[config.mk]
export PLATFORM = sky130hd
export DESIGN_NAME = layer_compositor
export DESIGN_NICKNAME = d
export VERILOG_FILES = /design/src/rtl/layer_pkg.sv /design/src/rtl/rect_hit.sv /design/src/rtl/layer_compositor.sv
export SDC_FILE = /design/constraint.sdc
export NUM_CORES = 2
export LEC_CHECK = 0
export BUFFER_PORTS_ARGS = -buffer_cell sky130_fd_sc_hd__buf_2
export CAP_MARGIN = 20
export CORE_AREA = 4 4 349 609
export CTS_BUF_LIST = sky130_fd_sc_hd__clkbuf_2
export CTS_CLUSTER_SIZE = 20
export DETAILED_ROUTE_END_ITERATION = 7
export DIE_AREA = 0 0 353 613
export GPL_ROUTABILITY_DRIVEN = 0
export PLACE_DENSITY_LB_ADDON = 0.15
export SLEW_MARGIN = 20
export SYNTH_ARGS = -nofsm -noshare
export SYNTH_HDL_FRONTEND = slang
export SYNTH_SLANG_ARGS = --single-unit
[constraint.sdc]
create_clock -name i_clk -period 47.7 [get_ports i_clk]
set_input_delay 9.54 -clock i_clk [delete_from_list [all_inputs] [get_ports i_clk]]
set_output_delay 9.54 -clock i_clk [all_outputs]
set_load 0.05 [all_outputs]
[src/rtl/layer_pkg.sv]
// Shared definitions for the layer compositor: config field codes, CTRL bit
// positions and the per-layer record held in the shadow and active banks.
package layer_pkg;

    localparam int unsigned CFG_DATA_W = 16;
    localparam int unsigned REC_COORD_W = 16;
    localparam int unsigned RGB_W = 12;
    localparam int unsigned THICK_W = 4;
    localparam int unsigned FIELD_W = 3;

    localparam int unsigned CTRL_EN_BIT = 0;
    localparam int unsigned CTRL_OUTLINE_BIT = 1;
    localparam int unsigned CTRL_THICK_LSB = 4;

    typedef enum logic [FIELD_W-1:0] {
        FLD_X0    = 3'd0,
        FLD_Y0    = 3'd1,
        FLD_X1    = 3'd2,
        FLD_Y1    = 3'd3,
        FLD_COLOR = 3'd4,
        FLD_CTRL  = 3'd5
    } cfg_field_e;

    typedef struct packed {
        logic [REC_COORD_W-1:0] x0;
        logic [REC_COORD_W-1:0] y0;
        logic [REC_COORD_W-1:0] x1;
        logic [REC_COORD_W-1:0] y1;
        logic [RGB_W-1:0]       color;
        logic                   enable;
        logic                   outline;
        logic [THICK_W-1:0]     thick;
    } layer_t;

    // Apply one config write to a layer record; codes 6-7 leave it unchanged.
    function automatic layer_t write_field(input layer_t cur,
                                           input logic [FIELD_W-1:0] fld,
                                           input logic [CFG_DATA_W-1:0] data);
        layer_t nxt;
        nxt = cur;
        case (fld)
            FLD_X0:    nxt.x0 = data;
            FLD_Y0:    nxt.y0 = data;
            FLD_X1:    nxt.x1 = data;
            FLD_Y1:    nxt.y1 = data;
            FLD_COLOR: nxt.color = data[RGB_W-1:0];
            FLD_CTRL: begin
                nxt.enable  = data[CTRL_EN_BIT];
                nxt.outline = data[CTRL_OUTLINE_BIT];
                nxt.thick   = data[CTRL_THICK_LSB +: THICK_W];
            end
            default: nxt = cur;
        endcase
        return nxt;
    endfunction

endpackage

[src/rtl/rect_hit.sv]
// Single-layer hit test (combinational).
//   i_layer : layer record from the active bank
//   i_x/i_y : pixel coordinate
//   o_hit_c : filled hit, or outline-ring hit when the outline bit is set
// Layer coordinates are truncated to COORD_W (COORD_W <= 16).
module rect_hit
    import layer_pkg::*;
#(
    parameter int unsigned COORD_W = 16
) (
    input  layer_t             i_layer,
    input  logic [COORD_W-1:0] i_x,
    input  logic [COORD_W-1:0] i_y,
    output logic               o_hit_c
);

    logic [COORD_W-1:0] w_x0, w_y0, w_x1, w_y1, w_t;
    logic [COORD_W-1:0] w_ex0, w_ey0, w_ex1, w_ey1;
    logic [COORD_W:0]   w_sum_x, w_sum_y;
    logic               w_in_box, w_in_outer;

    // Box test plus saturating T-expansion (no wrap at 0 or at all-ones).
    always_comb begin
        o_hit_c = 1'b0;
        w_x0 = COORD_W'(i_layer.x0);
        w_y0 = COORD_W'(i_layer.y0);
        w_x1 = COORD_W'(i_layer.x1);
        w_y1 = COORD_W'(i_layer.y1);
        w_t  = COORD_W'(i_layer.thick);

        w_in_box = (i_x >= w_x0) && (i_x <= w_x1) && (i_y >= w_y0) && (i_y <= w_y1);

        w_ex0 = (w_x0 >= w_t) ? (w_x0 - w_t) : '0;
        w_ey0 = (w_y0 >= w_t) ? (w_y0 - w_t) : '0;
        w_sum_x = {1'b0, w_x1} + {1'b0, w_t};
        w_sum_y = {1'b0, w_y1} + {1'b0, w_t};
        w_ex1 = w_sum_x[COORD_W] ? '1 : w_sum_x[COORD_W-1:0];
        w_ey1 = w_sum_y[COORD_W] ? '1 : w_sum_y[COORD_W-1:0];

        w_in_outer = (i_x >= w_ex0) && (i_x <= w_ex1) && (i_y >= w_ey0) && (i_y <= w_ey1);

        if (i_layer.enable) begin
            if (i_layer.outline) begin
                o_hit_c = (w_t != '0) && w_in_outer && !w_in_box;
            end else begin
                o_hit_c = w_in_box;
            end
        end
    end

endmodule

[src/rtl/layer_compositor.sv]
// Rectangle layer compositor for a VGA pixel stream.
//   i_clk, i_rst                 : clock, synchronous active-high reset
//   i_pix_stb                    : pipeline advance strobe
//   i_x, i_y, i_active           : pixel coordinate and visible flag
//   i_end_of_frame               : last pixel of frame (shadow -> active copy)
//   i_cfg_*, o_cfg_ready         : layer field write handshake into shadow bank
//   o_red/o_green/o_blue         : composited colour, 2 strobes after input
//   o_hit, o_hit_layer           : any-layer hit and winning (lowest) index
module layer_compositor
    import layer_pkg::*;
#(
    parameter int unsigned N_LAYERS = 8,
    parameter int unsigned COORD_W  = 16,
    parameter logic [11:0] BG_RGB   = 12'h000,
    localparam int unsigned LAYER_W = $clog2(N_LAYERS)
) (
    input  logic                  i_clk,
    input  logic                  i_rst,
    input  logic                  i_pix_stb,
    input  logic [COORD_W-1:0]    i_x,
    input  logic [COORD_W-1:0]    i_y,
    input  logic                  i_active,
    input  logic                  i_end_of_frame,
    input  logic                  i_cfg_valid,
    output logic                  o_cfg_ready,
    input  logic [LAYER_W-1:0]    i_cfg_layer,
    input  logic [FIELD_W-1:0]    i_cfg_field,
    input  logic [CFG_DATA_W-1:0] i_cfg_data,
    output logic [3:0]            o_red,
    output logic [3:0]            o_green,
    output logic [3:0]            o_blue,
    output logic                  o_hit,
    output logic [LAYER_W-1:0]    o_hit_layer
);

    layer_t               r_shadow [N_LAYERS];
    layer_t               r_active [N_LAYERS];
    logic [N_LAYERS-1:0]  w_hits;
    logic [N_LAYERS-1:0]  r_s1_hits;
    logic                 r_s1_active;
    logic [RGB_W-1:0]     r_rgb;
    logic                 r_hit;
    logic [LAYER_W-1:0]   r_hit_layer;
    logic                 w_swap, w_cfg_wr, w_any;
    logic [LAYER_W-1:0]   w_win;
    logic [RGB_W-1:0]     w_rgb_nxt;

    // Config is refused only on the bank-copy cycle so no write is lost in it.
    assign w_swap      = i_pix_stb & i_end_of_frame;
    assign o_cfg_ready = ~i_rst & ~w_swap;
    assign w_cfg_wr    = i_cfg_valid & o_cfg_ready;

    // Shadow bank takes writes; active bank is refreshed whole at frame end.
    always_ff @(posedge i_clk) begin
        if (i_rst) begin
            for (int l = 0; l < N_LAYERS; l++) begin
                r_shadow[l] <= '0;
                r_active[l] <= '0;
            end
        end else begin
            for (int l = 0; l < N_LAYERS; l++) begin
                if (w_cfg_wr && (i_cfg_layer == LAYER_W'(l))) begin
                    r_shadow[l] <= write_field(r_shadow[l], i_cfg_field, i_cfg_data);
                end
                if (w_swap) begin
                    r_active[l] <= r_shadow[l];
                end
            end
        end
    end

    for (genvar g = 0; g < N_LAYERS; g++) begin : g_hit
        rect_hit #(.COORD_W(COORD_W)) u_rect_hit (
            .i_layer (r_active[g]),
            .i_x     (i_x),
            .i_y     (i_y),
            .o_hit_c (w_hits[g])
        );
    end

    // Lowest index wins: scan downward so the last assignment is the lowest.
    // Colour comes from the active bank; the copy happens on the frame-end
    // pixel, which sits in blanking, so no visible pixel straddles it.
    always_comb begin
        w_any     = 1'b0;
        w_win     = '0;
        w_rgb_nxt = '0;
        for (int l = N_LAYERS - 1; l >= 0; l--) begin
            if (r_s1_hits[l]) begin
                w_any = 1'b1;
                w_win = LAYER_W'(l);
            end
        end
        if (r_s1_active) begin
            w_rgb_nxt = w_any ? r_active[w_win].color : BG_RGB;
        end
    end

    // Two strobe-qualified stages: hit flags, then priority/colour.
    always_ff @(posedge i_clk) begin
        if (i_rst) begin
            r_s1_hits   <= '0;
            r_s1_active <= 1'b0;
            r_rgb       <= '0;
            r_hit       <= 1'b0;
            r_hit_layer <= '0;
        end else if (i_pix_stb) begin
            r_s1_hits   <= w_hits;
            r_s1_active <= i_active;
            r_rgb       <= w_rgb_nxt;
            r_hit       <= r_s1_active & w_any;
            r_hit_layer <= r_s1_active ? w_win : '0;
        end
    end

    assign o_red       = r_rgb[11:8];
    assign o_green     = r_rgb[7:4];
    assign o_blue      = r_rgb[3:0];
    assign o_hit       = r_hit;
    assign o_hit_layer = r_hit_layer;

endmodule

==> results.yml <==
layout:
  flow.area_growth_from_synthesis_pct: 8.448
  finalCoreUtilization_pct: 43.26
  num-fill-cells: 19570
  final_non_filler_cell_total: 10720
  post_route_cells_drive_above_1_share_pct: 9.803
  final_nets: 9040
setup_path:
  worstSetupEndpointType: "output pin"
  path_class: "primary input to output pin"
  crit_path_top_delay_cell: "a21oi_2"
  data_arrival_time_of_the_worst_path_ns: 10.65
  r2r_slack_ns: 42.43
  critical_path.startpoint_type: "primary input"
  series_of_cell_instances_along_the_critical_path: "buf_6, a21oi_2, buf_2"
  required_ns: 38.16
  cpLargestDelayFamily: "buffers and inverters"
  worst-path-buf-inv: 2
  r2r_cells: 17
  worstReg2RegStart: "r_active[6][1]"
  reg2reg_to: "r_s1_hits[6]"
  critPathMaxStageDelay_ns: 0.41
  peak_fanout_along_the_critical_path: 77
route:
  antenna_left: 0
  routed_via_density: 5.579
  number_of_detailed_routing_iterations_run_before_antenna_repair: 8
  via_count: 59790
  drc: 0
  drt_wl_total_um: 260100
  drt-initial-drc-count: 3816
  avgRoutedWirePerCell_um: 24.27
pwr:
  total_leakage_power_nw: 37.13
  power.density_cell_area_nw_per_um2: 30.62
  peak_supply_drop_mv: 0.01817
yosys:
  synth_largest_type_area_fraction_pct: 47.69
  synth.largest_area_cell: "edfxtp_1"
  synth_fp_nets: 8715
  synth_enable_flop_cells: 1312
  yosys.cell_count.top_type: "edfxtp_1"
  unique_cell_type_count_in_the_yosys_netlist: 84
  postSynthRegisterBits: 1337
  synth-seq-area-share_pct: 48.30
  synth-async-reset-ratio_pct: 0
  postSynthCellCount: 7471
  ys_warn_count: 0
  synth.top_cells.by_count: "1312 x edfxtp_1, 1152 x ha_1, 583 x inv_1"
  synth_top_flop_cell: "edfxtp_1"
  average_cell_area_after_synthesis_um2: 11.06
  top_cells_by_area_in_the_synthesized_netlist: "edfxtp_1 48%, ha_1 17%, and3_1 3.9%"
  post_synth_instance_area_um2: 82610
timing:
  finalHoldViolations: 0
  max_slew_headroom_at_the_worst_pin_pct: 25.63
  rsz0062_at_grt: "false"
  max_slew.worst_pin.slew_ns: 1.111
  setup_viol_count_final: 0
  achievable-frequency_ghz: 0.04953
  finalHoldWorstSlack_ns: 0.4082
  timing.final.crit_share_pct: 42.32
  finClkSkew_ns: 0.1436
  tns_ns: 0
  final.min_clock_period_ns: 20.19
  maxSlewViolCount: 0
cts:
  postCtsResizedCells: 0
  cts_setup_buffers: 0
  cts_hold_buffers: 0
  cts_buffers: 311
  cts-root-to-sink-buffers: 4
  cts_tree: "yes"
  cts_htree_levels: 5
  cts_root_buffer: "clkbuf_2"
  clock_input_transition_at_the_sequential_cells_of_the_worst_setup_and_hold_paths_ns: 0.10
  numClockSinks: 1337
  worst_skew_pair.late_latency_ns: 1.54
floorplanning:
  floorplan.die.height_um: 613
  die-area_um2: 216400
  core-area_um2: 207100
  die-width_um: 353
  floorplan.io_pins: 77
  initial_utilization_pct: 39.89
  placement_rows: 221
min_path:
  worst_min_delay_path_class: "register to register"
  hold_depth: 1
  worst_hold_path_ep: "r_active[6][80]"
  holdCritStartpoint: "r_shadow[1][244]"
global_routing:
  largest_net_degree_at_the_start_of_global_routing: 150
  grt.total_usage_pct: 23.55
  via_count_of_the_first_global_routing_pass: 60360
  globalRoute.totalOverflow: 0
  first_pass_grt_wire_length_um: 377900
  antenna_found_initial: 21
place:
  place_inst: 10160
  port-buffer-count: 76
  detailed_place_hpwl_um: 188100
flow_run:
  drv.max_cap_violation_count: 0
run_status:
  run_status: "finished, final reports clean"
worst max-delay path by stage:
stage                     end  cells past startpoint            from  slack [ns]
6_report          o_cfg_ready                      3           i_rst       27.51
4_1_cts           o_cfg_ready                      3           i_rst       27.50
3_3_place_gp      o_cfg_ready                      3           i_rst       27.51
3_5_place_dp      o_cfg_ready                      3           i_rst       27.50
2_1_floorplan  r_active[0][0]                      3  i_end_of_frame       24.06
5_1_grt           o_cfg_ready                      3           i_rst       27.43
cell usage in the layout, fill, tap and decap left out, types with 38 or more instances in the layout:
cell type     n
edfxtp_1   1312
ha_1       1152
inv_1       580
and3_1      520
nand2_1     480
clkbuf_2    450
nor2_1      443
a21oi_1     441
xnor2_1     289
nor2b_1     276
nand3_1     245
nand4_1     206
o21ai_0     202
nor3_1      147
a21o_1      132
buf_4       113
and2_1      103
buf_2        74
nor4_1       62
clkinv_1     54
a211oi_1     46
or3_1        41
nand2b_1     39
o211ai_1     38
layer usage:
layer	vias up	global-route usage (%)	share of wire, %
met1	29080	25.27	37
li1	28480	-	-
met4	4	14.15	6.6
met3	625	3.297	5.0
met2	1597	43.75	52
met5	-	0	0.013
kinds of logic after synthesis:
family | Yosys count | share of synthesized area [%]
simple gates | 2682 | 17.11
compound gates | 1117 | 8.371
buf+inv | 773 | 3.540
flops | 1337 | 48.30
mux | 57 | 1.057
fa+ha+maj | 1184 | 18.22
xor+xnor | 321 | 3.403
final cells by class:
| cell class | count | area (µm²) | share of cell area [%] |
|---|---|---|---|
| Antenna cell | 22 | 55.05 | 0.06145 |
| Tap cell | 2676 | 3348 | 3.737 |
| Multi-Input combinational cell | 5361 | 39930 | 44.57 |
| Clock buffer | 450 | 2252 | 2.514 |
| Clock inverter | 85 | 530.5 | 0.5922 |
| Inverter | 591 | 2226 | 2.485 |
| Timing Repair Buffer | 194 | 1353 | 1.510 |
| Sequential cell | 1337 | 39900 | 44.53 |
worst register-to-register path: cells and delay by family, from the launching register on:
| family | cells | cell delay, ns |
|---|---|---|
| AOI/OAI and AO/OA | 9 | 1.88 |
| adders and majority gates | 2 | 0.79 |
| buffers and inverters | 1 | 0.22 |
| DFF | 1 | 0.49 |
| and+or+nand+nor | 5 | 1.81 |
flip-flops by register name, indices dropped and copies added, names as in the netlist:
signal       count
r_shadow       656
r_rgb           12
o_hit            1
r_active       656
r_s1_active      1
r_s1_hits        8
o_hit_layer      3
power breakdown:
| group | switching (mW) | leakage [nW] | internal [mW] |
|---|---|---|---|
| logic | 0.348 | 22.2 | 0.216 |
| clock network | 0.470 | 2.15 | 0.289 |
| registers | 0.0425 | 12.8 | 1.38 |
| total | 0.860 | 37.1 | 1.88 |
metrics by stage:
step	power, mW	setup slack [ns]	cell area, µm²
2_1_floorplan	1.831	24.06	82610
6_report	2.744	27.51	89590
3_3_place_gp	1.990	27.51	86680
5_1_grt	2.912	27.43	89550
4_1_cts	2.776	27.50	89490
3_5_place_dp	2.011	27.50	86700
Note: power is estimated with default switching activity, not from simulation.
